`config.mk`:
```
export PLATFORM = sky130hd
export DESIGN_NAME = if_fetch
export DESIGN_NICKNAME = d
export VERILOG_FILES = /design/src/rtl/if_fetch_pkg.sv /design/src/rtl/if_byte_asm.sv /design/src/rtl/if_fetch.sv
export SDC_FILE = /design/constraint.sdc
export NUM_CORES = 1
export LEC_CHECK = 0
export ABC_CLOCK_PERIOD_IN_PS = 3180
export CAP_MARGIN = 10
export CORE_ASPECT_RATIO = 1.2
export CORE_MARGIN = 4
export CORE_UTILIZATION = 50
export DETAILED_ROUTE_END_ITERATION = 6
export PLACE_DENSITY = 0.8
export SYNTH_ARGS = -nofsm -noshare
export SYNTH_HDL_FRONTEND = slang
export SYNTH_SLANG_ARGS = --single-unit
```
`constraint.sdc`:
```
create_clock -name clk -period 3.18 [get_ports clk]
set_input_delay 0.477 -clock clk [delete_from_list [all_inputs] [get_ports clk]]
set_output_delay 0.477 -clock clk [all_outputs]
set_load 0.01 [all_outputs]
```
`src/rtl/if_fetch_pkg.sv`:
```
// rtl/if_fetch_pkg.sv - shared widths, stall constants and fetch state encodings
package if_fetch_pkg;

    localparam int BYTE_BUS      = 8;
    localparam int INST_ADDR_BUS = 32;
    localparam int INST_BUS      = 32;

    localparam logic NO_STOP = 1'b0;
    localparam logic STOP    = 1'b1;

    localparam logic [2:0] BYTES_PER_INST = 3'd4;

    typedef enum logic [1:0] {
        IF_IDLE  = 2'd0,
        IF_LOAD  = 2'd1,
        IF_FETCH = 2'd2,
        IF_HOLD  = 2'd3
    } if_state_e;

endpackage

```
`src/rtl/if_byte_asm.sv`:
```
// rtl/if_byte_asm.sv - collects four returned bytes into a little-endian instruction word
module if_byte_asm
    import if_fetch_pkg::*;
(
    input  logic                clk,
    input  logic                rst,
    input  logic                clr,
    input  logic                grant,
    input  logic [BYTE_BUS-1:0] din,
    output logic [INST_BUS-1:0] word,
    output logic                done
);

    logic [BYTE_BUS-1:0] b0_q, b1_q, b2_q;
    logic [1:0]          cap_cnt;
    logic                pend_q;

    always_ff @(posedge clk or negedge rst) begin
        if (!rst) begin
            b0_q    <= '0;
            b1_q    <= '0;
            b2_q    <= '0;
            cap_cnt <= '0;
            pend_q  <= 1'b0;
        end else if (clr) begin
            // a byte still in flight from an abandoned request is dropped here
            cap_cnt <= '0;
            pend_q  <= 1'b0;
        end else begin
            pend_q <= grant;
            if (pend_q) begin
                case (cap_cnt)
                    2'd0:    b0_q <= din;
                    2'd1:    b1_q <= din;
                    2'd2:    b2_q <= din;
                    default: ;
                endcase
                cap_cnt <= cap_cnt + 2'd1;
            end
        end
    end

    // the top byte is taken straight from the bus on the cycle it arrives
    assign done = pend_q && (cap_cnt == 2'd3) && !clr;
    assign word = {din, b2_q, b1_q, b0_q};

endmodule

```
`src/rtl/if_fetch.sv`:
```
// rtl/if_fetch.sv - instruction fetch over a byte-wide shared memory port
module if_fetch
    import if_fetch_pkg::*;
#(
    parameter int ADDR_W = INST_ADDR_BUS,
    parameter int INST_W = INST_BUS
) (
    input  logic                clk,
    input  logic                rst,
    input  logic [ADDR_W-1:0]   pc_i,
    input  logic                ce_i,
    input  logic                flush_i,
    input  logic                stall_i,
    input  logic                mem_gnt_i,
    input  logic [BYTE_BUS-1:0] mem_din_i,
    output logic                mem_req_o,
    output logic [ADDR_W-1:0]   mem_a_o,
    output logic [ADDR_W-1:0]   if_pc_o,
    output logic [INST_W-1:0]   if_inst_o,
    output logic                if_valid_o,
    output logic                stallreq_o
);

    if_state_e           state, state_nxt;
    logic [ADDR_W-1:0]   base_q;
    logic [2:0]          issue_cnt;
    logic                grant;
    logic                asm_clr;
    logic                asm_done;
    logic [INST_W-1:0]   asm_word;

    assign grant   = mem_req_o && mem_gnt_i;
    assign asm_clr = (state != IF_FETCH) || flush_i || !ce_i;

    if_byte_asm u_byte_asm (
        .clk   (clk),
        .rst   (rst),
        .clr   (asm_clr),
        .grant (grant),
        .din   (mem_din_i),
        .word  (asm_word),
        .done  (asm_done)
    );

    always_ff @(posedge clk or negedge rst) begin
        if (!rst) state <= IF_IDLE;
        else      state <= state_nxt;
    end

    always_comb begin
        state_nxt = state;
        if (!ce_i) begin
            state_nxt = IF_IDLE;
        end else begin
            case (state)
                IF_IDLE:  state_nxt = IF_LOAD;
                IF_LOAD:  state_nxt = flush_i ? IF_LOAD : IF_FETCH;
                IF_FETCH: begin
                    if (flush_i)       state_nxt = IF_LOAD;
                    else if (asm_done) state_nxt = IF_HOLD;
                end
                IF_HOLD:  begin
                    if (flush_i || !stall_i) state_nxt = IF_LOAD;
                end
                default:  state_nxt = IF_IDLE;
            endcase
        end
    end

    always_comb begin
        mem_req_o  = 1'b0;
        mem_a_o    = '0;
        stallreq_o = NO_STOP;
        if (state == IF_FETCH && ce_i && !flush_i && issue_cnt < BYTES_PER_INST) begin
            mem_req_o = 1'b1;
            mem_a_o   = base_q + {{(ADDR_W-3){1'b0}}, issue_cnt};
        end
        if ((state == IF_LOAD || state == IF_FETCH) && !flush_i)
            stallreq_o = STOP;
    end

    always_ff @(posedge clk or negedge rst) begin
        if (!rst) begin
            base_q     <= '0;
            issue_cnt  <= '0;
            if_valid_o <= 1'b0;
            if_pc_o    <= '0;
            if_inst_o  <= '0;
        end else if (!ce_i) begin
            base_q     <= '0;
            issue_cnt  <= '0;
            if_valid_o <= 1'b0;
            if_pc_o    <= '0;
            if_inst_o  <= '0;
        end else if (flush_i && state != IF_IDLE) begin
            issue_cnt  <= '0;
            if_valid_o <= 1'b0;
        end else begin
            case (state)
                IF_LOAD: begin
                    base_q    <= pc_i;
                    issue_cnt <= '0;
                end
                IF_FETCH: begin
                    if (grant) issue_cnt <= issue_cnt + 3'd1;
                    if (asm_done) begin
                        if_valid_o <= 1'b1;
                        if_pc_o    <= base_q;
                        if_inst_o  <= asm_word;
                    end
                end
                IF_HOLD: begin
                    if (!stall_i) if_valid_o <= 1'b0;
                end
                default: ;
            endcase
        end
    end

endmodule

```
==> results_dict.tcl, run 1 <==
set metrics [dict create \
    first_iter_violations 406 \
    start_util 0.516 \
    r2r_start "state[0]" \
    outcome "finished clean" \
    numClockSinks 129 \
    dr.pass1.iters 5 \
    grt_pass1_vias 5813 \
    track_usage 0.244 \
    rows 44 \
    routed_wl_um 17900 \
    synth_top_family_by_area "simple AND/OR/NAND/NOR gates" \
    diodes 0 \
    utilization 0.710 \
    port_buffers 144 \
    synth.avg_cell_area_um2 9.22 \
    cts_max_path_buffers 2 \
    synth.most_common_cell "nand2_1" \
    dieArea_um2 14500 \
    whs_ns 0.118 \
    grt_remaining_overflow 0 \
    syn_nets 746 \
    cts_tree "done" \
    crit_slowest_cell "or4_1" \
    synth_warnings 0 \
    cp_max_fo 3 \
    vias 5700 \
    synthesis.area_um2 6330 \
    place_area_um2 8020 \
    drv_cap 0 \
    startpoint "issue_cnt[0]" \
    start_kind "flop" \
    synth-xor-area-share 0.0152 \
    yosys.area.top_type_share 0.510 \
    grt_pass1_wl_um 29100 \
    slew_viol_final 0 \
    route.detailed.drc 0 \
    crit_arrival_ns 2.67 \
    io_pins 145 \
    synth-main-ff-cell "dfrtp_1" \
    gp_congestion 0.868 \
    power.leakage_nw 3.83 \
    synth-compound-area-share 0.133 \
    setup_viol 0 \
    grt_max_degree 103 \
    synth_top_area_cell "dfrtp_1" \
    netlist_instances 687 \
    crit_chain "ha_4, inv_1, fa_2, nor2b_2, buf_6, buf_4, o2111ai_4, or4_1, a21oi_1, buf_2" \
    yosysUniqueCellTypes 45 \
    clk-insertion-delay-late_ns 0.41 \
    synthTopCellsByArea "dfrtp_1, nand2_1, a21boi_0, mux2_2, nand3_1" \
    tightest_slew_ns 0.926 \
    vdd_drop_max_mv 0.376 \
    synth-edff-count 0 \
    post-route-period-util 0.990 \
    rsz0062_at_grt "true" \
    synthMuxAreaShare 0.0525 \
    final-hold-violation-count 0 \
    slew-limit-headroom 0.383 \
    finClkSkew_ns 0.00871 \
    clock-root-buffer "clkbuf_16" \
    cts_hold_buf 0 \
    crit_required_ns 2.70 \
    nNetsFinal 897 \
    async_flop_share 1.00 \
    period_needed_ns 3.15 \
    synthAdderAreaFrac 0.0269 \
    antenna_found_initial 0 \
    endpoint_kind "primary output" \
    synthTopCellsByCount "nand2_1, dfrtp_1, a21boi_0, nand3_1, clkbuf_1" \
    fmax_ghz 0.318 \
    avgRoutedWirePerCell_um 17.7 \
    crit_type "flop to primary output" \
    htreeDepth 4 \
    vias_per_cell 5.63 \
    die_h_um 131 \
    place_hpwl_um 12100 \
    final_area_um2 8710 \
    final_layout_size_suffix_gt1_frac 0.149 \
    multiInputGateArea_um2 3010 \
    area_growth_pct 37.5 \
    clk_pin_slew_worst_paths_ns 0.06 \
    synth_simple_gate_area_frac 0.226 \
    fill_cells 899 \
    powerDensity_nw_per_um2 437 \
    core_um2 12300 \
    ys_ff_latch 129 \
    max_stage_delay_ns 0.54 \
    die_w_um 111 \
    min_path_type "primary input to asynchronous set/reset pin" \
    antenna_left 0 \
    ys_seq_area_frac 0.510 \
    seq_area_um2 3230 \
    numCtsBuffers 17 \
]
path summary, 6_finish.rpt:
path / slack, ns / endpoint / cells after the start
setup reg to reg: 0.77 / if_inst_o[2] / 8
hold / removal: 0.12 / if_pc_o[18] / 1
min in group clk: 0.46 / if_inst_o[9] / 2
setup / recovery: 0.03 / mem_a_o[22] / 10
max in group asynchronous: 2.25 / base_q[8] / 2
hold reg to reg: 0.46 / if_inst_o[9] / 2
routing by layer:
metal,track usage,up-vias,wire length (um)
met5,0,-,0
met4,0.0767,0,227
met3,0.0750,32,1310
met2,0.422,233,9310
met1,0.291,2802,7070
li1,-,2633,-
area by class of cell:
| type | count | share of cell area |
|---|---|---|
| clock buffer | 17 | 0.0488 |
| clock inverter | 15 | 0.0138 |
| inverter | 15 | 0.00646 |
| multi-input combinational | 499 | 0.346 |
| sequential | 129 | 0.371 |
| tap | 161 | 0.0231 |
| timing repair buffer | 176 | 0.190 |
per-stage QoR:
step | std cells | setup TNS, ns | setup slack, ns | total power, W
CTS | 1010 | -0.0946 | -0.0946 | 0.00384
global placement | 972 | 0 | 0.136 | 0.00204
finish | 1012 | 0 | 0.0330 | 0.00381
floorplan | 687 | 0 | 0.528 | 0.00187
detailed placement | 972 | 0 | 0.0350 | 0.00205
global route | 1012 | -0.210 | -0.0867 | 0.00396
power breakdown:
part,switching [W],internal (W)
Combinational,0.000175,0.000129
Clock,0.000766,0.00102
Sequential,0.0000490,0.00168
Total,0.000989,0.00282
state kept, by name, indices dropped and copies added, names as in the netlist:
signal              count
base_q                 32
if_inst_o              32
if_pc_o                32
if_valid_o              1
issue_cnt               3
state                   2
u_byte_asm.b0_q         8
u_byte_asm.b1_q         8
u_byte_asm.b2_q         8
u_byte_asm.cap_cnt      2
u_byte_asm.pend_q       1
worst max-delay path, delay by kind of cell (launching register included):
family	cells	cell delay, ns
and+or+nand+nor	2	0.69
buffers and inverters	4	0.43
AOI/OAI and AO/OA	2	0.24
DFF	1	0.40
adders and majority gates	2	0.49
cell usage in the layout, fill, tap and decap left out, drive strengths merged, types with 5 or more instances in the layout:
cell,count
xnor2,5
nand2,213
o21ai,10
dlygate4sd2,15
clkdlybuf4s50,117
nor2,17
clkbuf,18
or4,14
ha,12
nand3,46
xor2,6
a21oi,21
mux2,26
dfrtp,129
a21boi,64
o31ai,10
clkinv,5
or3,7
nand4,5
buf,41
inv,23
cell families after synthesis:
| logic type | after synthesis |
|---|---|
| xor gates and xnor gates | 11 |
| muxes | 30 |
| buffers and inverters | 60 |
| adders and majority gates | 13 |
| DFF | 129 |
| and+or+nand+nor | 324 |
| AOI/OAI and AO/OA | 120 |
repair_timing:
| action | in CTS | in global routing |
|---|---|---|
| cloned | 1 | 0 |
| endpoints found under the setup margin | 25 | 11 |
| gates resized for setup | 58 | 18 |
| setup buffers | 5 | 2 |
| endpoints found under the hold margin | 0 | 0 |
| pin swaps | 3 | 6 |
No activity file was read; power rests on OpenSTA's default activity.
==> run 2: changes to the inputs <==
- CTS_CLUSTER_SIZE: default -> 20
==> results of run 2 <==
Final layout, timing and power as in run 1 (identical DEF).
==> run 3: changes to the inputs <==
- CTS_CLUSTER_SIZE: 20 -> 40
- SLEW_MARGIN: default -> 5
==> results of run 3 <==
Final layout, timing and power as in run 1 (identical DEF).
